**src/rtl/seg7_scan_n.sv**
```systemverilog
`default_nettype none
// ============================================================================
// seg7_scan_n : multiplexed N-digit 7-segment scanner, hex/raw modes,
//               frame-synchronous double-buffered load, blanking and blink
// Revision    : 1.0
// ============================================================================
module seg7_scan_n #(
    parameter int N_DIGITS = 8,
    parameter int DIV_W    = 15,
    parameter int BLINK_W  = 6
) (
    input  logic                  clk,
    input  logic                  rstn,
    input  logic                  load,
    input  logic                  i_mode,
    input  logic [4*N_DIGITS-1:0] i_data,
    input  logic [8*N_DIGITS-1:0] i_raw,
    input  logic [N_DIGITS-1:0]   i_dp,
    input  logic [N_DIGITS-1:0]   i_blink,
    input  logic                  i_lzs,
    output logic [7:0]            o_seg,
    output logic [N_DIGITS-1:0]   o_sel,
    output logic                  o_frame,
    output logic                  o_pend
);

    localparam int            AW        = (N_DIGITS > 1) ? $clog2(N_DIGITS) : 1;
    localparam logic [AW-1:0] LAST_ADDR = AW'(N_DIGITS - 1);

    typedef struct packed {
        logic                  mode;
        logic [4*N_DIGITS-1:0] data;
        logic [8*N_DIGITS-1:0] raw;
        logic [N_DIGITS-1:0]   dp;
        logic [N_DIGITS-1:0]   blink;
        logic                  lzs;
    } cfg_t;

    logic [DIV_W-1:0]    cnt_q, cnt_d;
    logic [AW-1:0]       addr_q, addr_d;
    logic [BLINK_W-1:0]  fcnt_q, fcnt_d;
    logic                frame_q, frame_d;
    logic                pend_q, pend_d;
    cfg_t                pnd_q, pnd_d;
    cfg_t                act_q, act_d;
    logic [7:0]          seg_q, seg_d;
    logic [N_DIGITS-1:0] sel_q, sel_d;

    logic       tick;
    logic       boundary;
    logic [3:0] cur_nib;
    logic [7:0] cur_raw;
    logic       cur_dp;
    logic       cur_blink;
    logic       cur_lz;
    logic       tail_zero;

    // Lower seven bits of the active-low hex glyph; bit 7 carries the dp.
    function automatic logic [6:0] hex7(input logic [3:0] n);
        case (n)
            4'h0:    hex7 = 7'h40;
            4'h1:    hex7 = 7'h79;
            4'h2:    hex7 = 7'h24;
            4'h3:    hex7 = 7'h30;
            4'h4:    hex7 = 7'h19;
            4'h5:    hex7 = 7'h12;
            4'h6:    hex7 = 7'h02;
            4'h7:    hex7 = 7'h78;
            4'h8:    hex7 = 7'h00;
            4'h9:    hex7 = 7'h10;
            4'hA:    hex7 = 7'h08;
            4'hB:    hex7 = 7'h03;
            4'hC:    hex7 = 7'h46;
            4'hD:    hex7 = 7'h21;
            4'hE:    hex7 = 7'h06;
            default: hex7 = 7'h0E;
        endcase
    endfunction

    always_comb begin
        tick     = &cnt_q;
        boundary = tick && (addr_q == LAST_ADDR);
        cnt_d    = cnt_q + 1'b1;
        addr_d   = addr_q;
        if (boundary)
            addr_d = '0;
        else if (tick)
            addr_d = addr_q + 1'b1;
        fcnt_d  = boundary ? fcnt_q + 1'b1 : fcnt_q;
        frame_d = boundary;

        // Commit uses the old pending copy, so a load on the boundary
        // cycle is simply queued for the following frame.
        act_d  = act_q;
        pnd_d  = pnd_q;
        pend_d = pend_q;
        if (boundary && pend_q) begin
            act_d  = pnd_q;
            pend_d = 1'b0;
        end
        if (load) begin
            pnd_d  = {i_mode, i_data, i_raw, i_dp, i_blink, i_lzs};
            pend_d = 1'b1;
        end
    end

    always_comb begin
        cur_nib   = '0;
        cur_raw   = '1;
        cur_dp    = 1'b0;
        cur_blink = 1'b0;
        cur_lz    = 1'b0;
        tail_zero = 1'b1;
        sel_d     = '1;
        // Walk from the most significant digit so tail_zero covers k..N-1.
        for (int k = N_DIGITS - 1; k >= 0; k--) begin
            tail_zero = tail_zero && (act_q.data[4*k +: 4] == 4'h0) && !act_q.dp[k];
            if (addr_q == AW'(k)) begin
                cur_nib   = act_q.data[4*k +: 4];
                cur_raw   = act_q.raw[8*k +: 8];
                cur_dp    = act_q.dp[k];
                cur_blink = act_q.blink[k];
                cur_lz    = tail_zero && (k != 0);
                sel_d[k]  = 1'b0;
            end
        end

        seg_d = {~cur_dp, hex7(cur_nib)};
        if (act_q.mode)
            seg_d = cur_raw;
        else if (act_q.lzs && cur_lz)
            seg_d = 8'hFF;
        if (cur_blink && fcnt_q[BLINK_W-1])
            seg_d = 8'hFF;
    end

    always_ff @(posedge clk or negedge rstn) begin
        if (!rstn) begin
            cnt_q   <= '0;
            addr_q  <= '0;
            fcnt_q  <= '0;
            frame_q <= 1'b0;
            pend_q  <= 1'b0;
            pnd_q   <= '0;
            act_q   <= '0;
            seg_q   <= 8'hFF;
            sel_q   <= '1;
        end else begin
            cnt_q   <= cnt_d;
            addr_q  <= addr_d;
            fcnt_q  <= fcnt_d;
            frame_q <= frame_d;
            pend_q  <= pend_d;
            pnd_q   <= pnd_d;
            act_q   <= act_d;
            seg_q   <= seg_d;
            sel_q   <= sel_d;
        end
    end

    assign o_seg   = seg_q;
    assign o_sel   = sel_q;
    assign o_frame = frame_q;
    assign o_pend  = pend_q;

endmodule
`default_nettype wire

```
**config.mk**
```make
export PLATFORM = sky130hd
export DESIGN_NAME = seg7_scan_n
export DESIGN_NICKNAME = d
export VERILOG_FILES = /design/src/rtl/seg7_scan_n.sv
export SDC_FILE = /design/constraint.sdc
export NUM_CORES = 1
export LEC_CHECK = 0
export BUFFER_PORTS_ARGS = -buffer_cell sky130_fd_sc_hd__buf_2
export CAP_MARGIN = 0
export CELL_PAD_IN_SITES_DETAIL_PLACEMENT = 0
export CELL_PAD_IN_SITES_GLOBAL_PLACEMENT = 1
export CORE_ASPECT_RATIO = 0.75
export CORE_MARGIN = 3
export CORE_UTILIZATION = 35
export CTS_BUF_LIST = sky130_fd_sc_hd__clkbuf_8
export DETAILED_ROUTE_END_ITERATION = 8
export GPL_ROUTABILITY_DRIVEN = 0
export GPL_TIMING_DRIVEN = 1
export PLACE_DENSITY_LB_ADDON = 0.1
export SLEW_MARGIN = 20
export SYNTH_ARGS = -nofsm -noshare
export SYNTH_HDL_FRONTEND = slang
export SYNTH_SLANG_ARGS = --single-unit
export TNS_END_PERCENT = 20
```
**constraint.sdc**
```tcl
create_clock -name clk -period 3.7 [get_ports clk]
set_input_delay 0.74 -clock clk [delete_from_list [all_inputs] [get_ports clk]]
set_output_delay 0.74 -clock clk [all_outputs]
set_load 0.02 [all_outputs]
```
==> results.md, run 1 <==
* Most frequent cells in the layout: 254 x dfrtp_1, 171 x mux2_2, 132 x buf_2
* Share of layout cells above drive strength 1 at 40.04%
* Vias per cell at 4.950
* Synth unique cells at 74
* DR DRC count at 0
* Register area share after synthesis at 58.24%
* Period utilization at 88.71%
* Crit path time final at 3.282 ns
* Final Hold Vio Count at 0
* Ant. Diodes at 0
* Power Density at 439.5 mW/mm2
* CP required at 4.18 ns
* Synth warn at 0
* Die width at 216.5 um
* CTS tree: yes
* Commonest non-fill, non-tap cell in the layout: dfrtp_1
* Pre-CTS setup slack at 0.3445 ns
* Worst Max-Slew Pin Slew at 0.8166 ns
* Core Util, Final at 41.96%
* Status: finished, final reports clean
* WL final at 28.52 mm
* Worst EP arrival at 3.76 ns
* CP Class: flip-flop to flip-flop
* Cells after Synth at 862
* Crit-path max FO at 14
* Crit path launch: addr_q[0]
* Main area contributors after synthesis: dfrtp_1 55%, mux2_2 17%, mux2_1 5.8%
* Hold_ws at 0.1296 ns
* Endpoints failing setup at 0
* DR vias at 7331
* Achievable Freq at 304.7 MHz
* Asr flop ratio synth at 100.0%
* Final ANT Viol Nets at 0
* Worst hold path type: input port to asynchronous set/reset pin
* DRT iter0 DRCs at 412
* Cell row count at 57
* EDFF count, synth at 0
* Antenna violations before repair at 0
* Number of port buffers at 134
* DP HPWL at 20.42 mm
* Synth Net Count at 992
* Max transition margin at 45.56%
* Area Overhead vs Synth at 17.52%
* Die area at 0.03549 mm2
* Most common flop cell mapped by yosys: dfrtp_1
* Hold-fix buffers, CTS at 0
* Vias in the first global route at 7526
* Final Max Slew Viols at 0
* Synth top area share at 54.62%
* Yosys reg bits at 270
* Final instance area at 0.01367 mm2
* Yosys top cell by area: dfrtp_1
* Placed Area at 0.01281 mm2
* CTS H-tree depth at 2
* Routed WL per cell at 19.26 um
* Final WS setup at 0.4178 ns
* Skew-Pair Late Insertion Delay at 0.58 ns
* Clock sink count at 270
* CTS Buffer Depth at 3
* Mapped cell area at 0.01164 mm2
* TritonRoute pass-1 iters at 5
* # fillers at 3172
* Worst Skew at 0.02754 ns
* Pin count of the biggest net entering global routing at 76
* Clock Pin Slew Worst Setup and Hold Paths at 0.07 ns
* Overflow left after global routing at 0
* CORE AREA at 0.03259 mm2
* Final net count at 1142
* Initial Util at 35.70%
* Max-cap violations at 0
* Peak supply drop at 0.2218 mV
* Worst R2R Start: addr_q[0]
* RSZ-0062 raised after global routing: false
* Vert. Die Dim at 163.9 um
* CTS Root Cell: clkbuf_8
* Post-Syn Area per Cell at 13.50 um2
* Gr usage total at 16.43%
* R2r setup slk at 0.42 ns
* Setup TNS at 0 ns
* Cts bufs inserted at 46
* Static Leak at 6.574 nW
* Startpoint Class: flip-flop
* Top Ports at 135
* First-pass GRT wire length at 45.16 mm
* CP endpoint kind: flip-flop
metrics by stage:
stage | std cells | total power (W)
floorplan | 862 | 0.003321
global placement | 1406 | 0.003509
detailed placement | 1406 | 0.003511
CTS | 1481 | 0.006153
global route | 1481 | 0.006336
finish | 1481 | 0.006009
synth_stat cells (all sizes together) (3+ instances only):
library cell / number
nor2: 23
o21ai: 21
nand3: 15
a21oi: 31
a311oi: 3
xnor2: 15
nand2b: 5
a31oi: 6
buf: 13
or4: 5
nand3b: 5
nor4: 3
a211oi: 9
a211o: 3
dfstp: 16
or3: 8
mux2i: 4
o221ai: 4
o211ai: 12
mux2: 231
o31ai: 5
ha: 13
and3: 9
nand4: 5
a221oi: 4
clkbuf: 34
nor3: 10
xor2: 4
inv: 20
o22ai: 4
dfrtp: 254
o311ai: 3
and2: 3
nand2: 34
layer usage:
layer	up-vias	track usage [%]	wire, um
met1	3700	25.15	14870
met3	47	3.976	1393
met4	0	3.996	449
li1	3438	-	-
met5	-	0	0
met2	146	23.28	11810
critical path, stage by stage, from the launching register on:
cell	delay [ns]
dfrtp_1	0.42
inv_1	0.10
ha_1	0.33
and2_1	0.45
inv_2	0.20
nand3_1	0.13
a21oi_1	0.11
o221ai_1	0.56
ha_1	0.36
mux2_2	0.26
a21oi_1	0.17
o211ai_2	0.09
state kept, by name, summed over array words and instances (netlist names):
| name | flops |
|---|---|
| addr_q | 3 |
| cnt_q | 15 |
| o_frame | 1 |
| o_pend | 1 |
| fcnt_q | 6 |
| o_sel | 8 |
| o_seg | 8 |
| act_q | 114 |
| pnd_q | 114 |
final timing paths:
path | end | cells past startpoint
setup / recovery | o_seg[1] | 11
hold / removal | pnd_q[82] | 1
setup reg to reg | o_seg[1] | 11
hold reg to reg | cnt_q[12] | 1
max in group asynchronous | o_sel[7] | 2
min in group clk | pnd_q[90] | 2
where the power goes:
group / internal, W / switching [W] / leakage [nW] / total [W]
clock network: 0.00138 / 0.00118 / 0.494 / 0.00256
logic: 0.000164 / 0.000127 / 2.64 / 0.000290
registers: 0.00308 / 0.0000732 / 3.44 / 0.00315
total: 0.00463 / 0.00138 / 6.57 / 0.00601
layout make-up:
| cell class | instances | area (um2) | area share (%) |
|---|---|---|---|
| Sequential cell | 270 | 6777 | 49.56 |
| Multi-Input combinational cell | 523 | 4557 | 33.32 |
| Timing Repair Buffer | 149 | 845.8 | 6.185 |
| Clock buffer | 54 | 743.2 | 5.435 |
| Tap cell | 442 | 553.0 | 4.044 |
| Clock inverter | 21 | 116.4 | 0.8509 |
| Inverter | 22 | 82.58 | 0.6039 |
kinds of logic (layout without fill, tap and decap cells):
logic type | after synthesis | in the layout | synth area share [%]
buffers and inverters | 69 | 246 | 2.688
DFF | 270 | 270 | 58.24
and+or+nand+nor | 135 | 135 | 6.291
AOI/OAI and AO/OA | 121 | 121 | 7.258
xor gates and xnor gates | 19 | 19 | 1.430
muxes | 235 | 235 | 22.70
adders and majority gates | 13 | 13 | 1.398
timing repair:
action,CTS,global route
setup buffers,0,0
setup endpoints to repair,0,3
gates resized for setup,0,1
No activity file was read; power rests on OpenSTA's default activity.
==> run 2, diff against run 1 <==
==> constraint.sdc (replaced) <==
create_clock -name clk -period 3.8 [get_ports clk]
set_input_delay 0.76 -clock clk [delete_from_list [all_inputs] [get_ports clk]]
set_output_delay 0.76 -clock clk [all_outputs]
set_load 0.02 [all_outputs]
==> run 2 against run 1 <==
Non-clock buffer count is 2 higher. Die area unchanged. Critical path depth increased by 1. Sequential share of layout area down 0.42 points. Design area grew 0.85%. Register-to-register slack better by 0.12 ns. First-iteration DRC count rose by 6.6%. Worst hold slack better by 0.093 ns. Critical path type unchanged. Largest cell class unchanged.
==> results.md, run 2 (synthesis results as in run 1) <==
* Worst Skew at 0.02418 ns (-0.003366 ns)
* Setup bufs post-CTS at 0 (unchanged)
* Die width at 216.5 um (unchanged)
* CTS Root Cell: clkbuf_8
* Endpoints failing setup at 0 (unchanged)
* Achievable Freq at 306.5 MHz (+0.59%)
* Gate power share at 4.8% (about the same)
* Worst Max-Slew Pin Slew at 0.8496 ns (+0.03305 ns)
* CTS H-tree depth at 2 (unchanged)
* CORE AREA at 0.03259 mm2 (unchanged)
* Sequential cell area at 0.006777 mm2 (unchanged)
* CP bufs+invs at 4 (+2)
* TritonRoute pass-1 iters at 6 (+1)
* Area Overhead vs Synth at 18.52%
* Crit path top cell by count: inv_1
* CP delay by family, top: compound AO/OA/AOI/OAI gates
* Vert. Die Dim at 163.9 um (unchanged)
* Top Ports at 135 (unchanged)
* R2r worst-path depth at 12 (+1)
* Slowest stage delay, CP at 0.59 ns (+0.03 ns)
* Worst R2R End: o_seg[6]
* Sw Share at 22.97% (-0.046 points)
* Crit-path max FO at 11 (-3)
* Final net count at 1144 (+0.18%)
* Commonest non-fill, non-tap cell in the layout: dfrtp_1
* Overflow left after global routing at 0 (unchanged)
* Final Max Slew Viols at 0 (unchanged)
* DRT iter0 DRCs at 439 (+6.6%)
* Max-cap violations at 0 (unchanged)
* Max transition margin at 43.36% (-2.2 points)
* Setup TNS at 0 ns (unchanged)
* Crit path cell chain: inv_1, ha_1, clkinv_1, o21ai_0, a21oi_1, o31ai_1, inv_1, ha_1, inv_1, mux2i_1, a21oi_1, o211ai_2
* Initial Util at 35.70% (unchanged)
* Hold_ws at 0.2230 ns (+0.09332 ns)
* Startpoint Class: flip-flop
* CP endpoint kind: flip-flop
* Most frequent cells in the layout: 254 x dfrtp_1, 171 x mux2_2, 132 x buf_2
* Net Switching at 0.001375 W (-0.64%)
* DR DRC count at 0 (unchanged)
* # resized after CTS at 0 (unchanged)
* CP required at 4.28 ns (+0.10 ns)
* Power Density at 433.8 mW/mm2 (-1.3%)
* Hold-fix buffers, CTS at 0 (unchanged)
* # fillers at 3117 (-1.7%)
* Gr usage total at 16.40% (-0.036 points)
* CP Class: flip-flop to flip-flop
* Die area at 0.03549 mm2 (unchanged)
* Vias in the first global route at 7554 (+0.37%)
* Share of layout cells above drive strength 1 at 40.36% (+0.32 points)
* CTS tree: yes
* First-pass GRT wire length at 45.22 mm (+0.12%)
* Vias per cell at 4.911 (-0.79%)
* Peak supply drop at 0.2189 mV (-1.3%)
* Worst EP arrival at 3.75 ns (about the same)
* Final ANT Viol Nets at 0 (unchanged)
* Worst R2R Start: addr_q[2]
* P_int at 0.004608 W (-0.38%)
* Cts bufs inserted at 46 (unchanged)
* Skew-Pair Late Insertion Delay at 0.58 ns (about the same)
* Antenna violations before repair at 0 (unchanged)
* Static Leak at 6.637 nW (+0.96%)
* Seq pwr share at 51.3% (-1.2 points)
* Worst hold path type: input port to asynchronous set/reset pin
* Clock Pin Slew Worst Setup and Hold Paths at 0.06 ns (about the same)
* Final Hold Vio Count at 0 (unchanged)
* Pre-CTS setup slack at 0.5491 ns (+0.2045 ns)
* Cell row count at 57 (unchanged)
* RSZ-0062 raised after global routing: false
* Clock sink count at 270 (unchanged)
* DR vias at 7317 (-0.19%)
* Number of port buffers at 134 (unchanged)
* Ant. Diodes at 0 (unchanged)
* Final WS setup at 0.5371 ns (+0.1192 ns)
* Crit path time final at 3.263 ns (-0.01923 ns)
* Pin count of the biggest net entering global routing at 105 (+38%)
* Clock share of power at 43.8% (+1.1 points)
* R2r setup slk at 0.54 ns (+0.12 ns)
* Routed WL per cell at 19.14 um (-0.58%)
* DP HPWL at 20.45 mm (+0.12%)
* Period utilization at 85.87% (-2.8 points)
* WL final at 28.52 mm (about the same)
* Status: finished, final reports clean
* CTS Buffer Depth at 3 (unchanged)
* CP max-delay cell: o31ai_1
* Largest regs: act_q: 114 flops, pnd_q: 114 flops, cnt_q: 15 flops
* Footprint of the multi-input gates at 0.004552 mm2 (-0.11%)
run 2: changes by cell type in the layout (fill, tap and decap cells not counted):
cell	change
bufinv_16	-1
o31ai_1	+1
clkbuf_8	+8
o31ai_2	-1
clkinv_2	-2
buf_12	+2
clkinvlp_4	+1
inv_1	+1
run 2: per-stage QoR:
stage / instance area, um2 / total power (W) / instances / util [%]
after global routing: 13790 / 0.006263 / 1490 / 42.31
after global placement: 12850 / 0.003420 / 1408 / 39.43
final: 13790 / 0.005983 / 1490 / 42.31
after floorplan: 11640 / 0.003233 / 862 / -
after detailed placement: 12850 / 0.003424 / 1408 / 39.43
after CTS: 13790 / 0.006103 / 1490 / 42.31
run 2: power groups by stage:
stage                     logic, W  registers [W]  clock network [W]
after global placement    0.000295        0.00313                  0
final                     0.000288        0.00307            0.00262
after CTS                 0.000299        0.00308            0.00273
after floorplan           0.000147        0.00309                  0
after global routing      0.000324        0.00309            0.00285
after detailed placement  0.000297        0.00313                  0
run 2: worst reg2reg max path, stage by stage (launching register included):
cell and delay (ns):
dfrtp_1 0.48, inv_1 0.16, ha_1 0.34, clkinv_1 0.32, o21ai_0 0.24, a21oi_1 0.13, o31ai_1 0.59, inv_1 0.19
ha_1 0.26, inv_1 0.09, mux2i_1 0.08, a21oi_1 0.20, o211ai_2 0.09
run 2: how the worst max path moves through the flow:
stage | to | startpoint | slack (ns) | cells past startpoint
2_1_floorplan | o_seg[1] | addr_q[0] | 1.10 | 10
3_3_place_gp | o_seg[6] | addr_q[0] | 0.66 | 13
3_5_place_dp | o_seg[3] | addr_q[2] | 0.55 | 11
4_1_cts | o_seg[3] | addr_q[2] | 0.56 | 11
5_1_grt | o_seg[3] | addr_q[2] | 0.17 | 11
6_report | o_seg[6] | addr_q[2] | 0.54 | 12
run 2: layout make-up:
| class | instances | share of cell area (%) |
|---|---|---|
| Tap cell | 442 | 4.010 |
| Sequential cell | 270 | 49.14 |
| Clock buffer | 62 | 6.188 |
| Timing Repair Buffer | 151 | 6.424 |
| Clock inverter | 20 | 0.6351 |
| Multi-Input combinational cell | 523 | 33.01 |
| Inverter | 22 | 0.5988 |
run 2: routing by layer:
layer / global-route usage (%) / vias up / share of wire (%)
li1: - / 3447 / -
met1: 24.74 / 3657 / 51
met2: 23.86 / 173 / 43
met3: 3.458 / 40 / 4.9
met4: 4.444 / 0 / 1.7
met5: 0 / - / 0
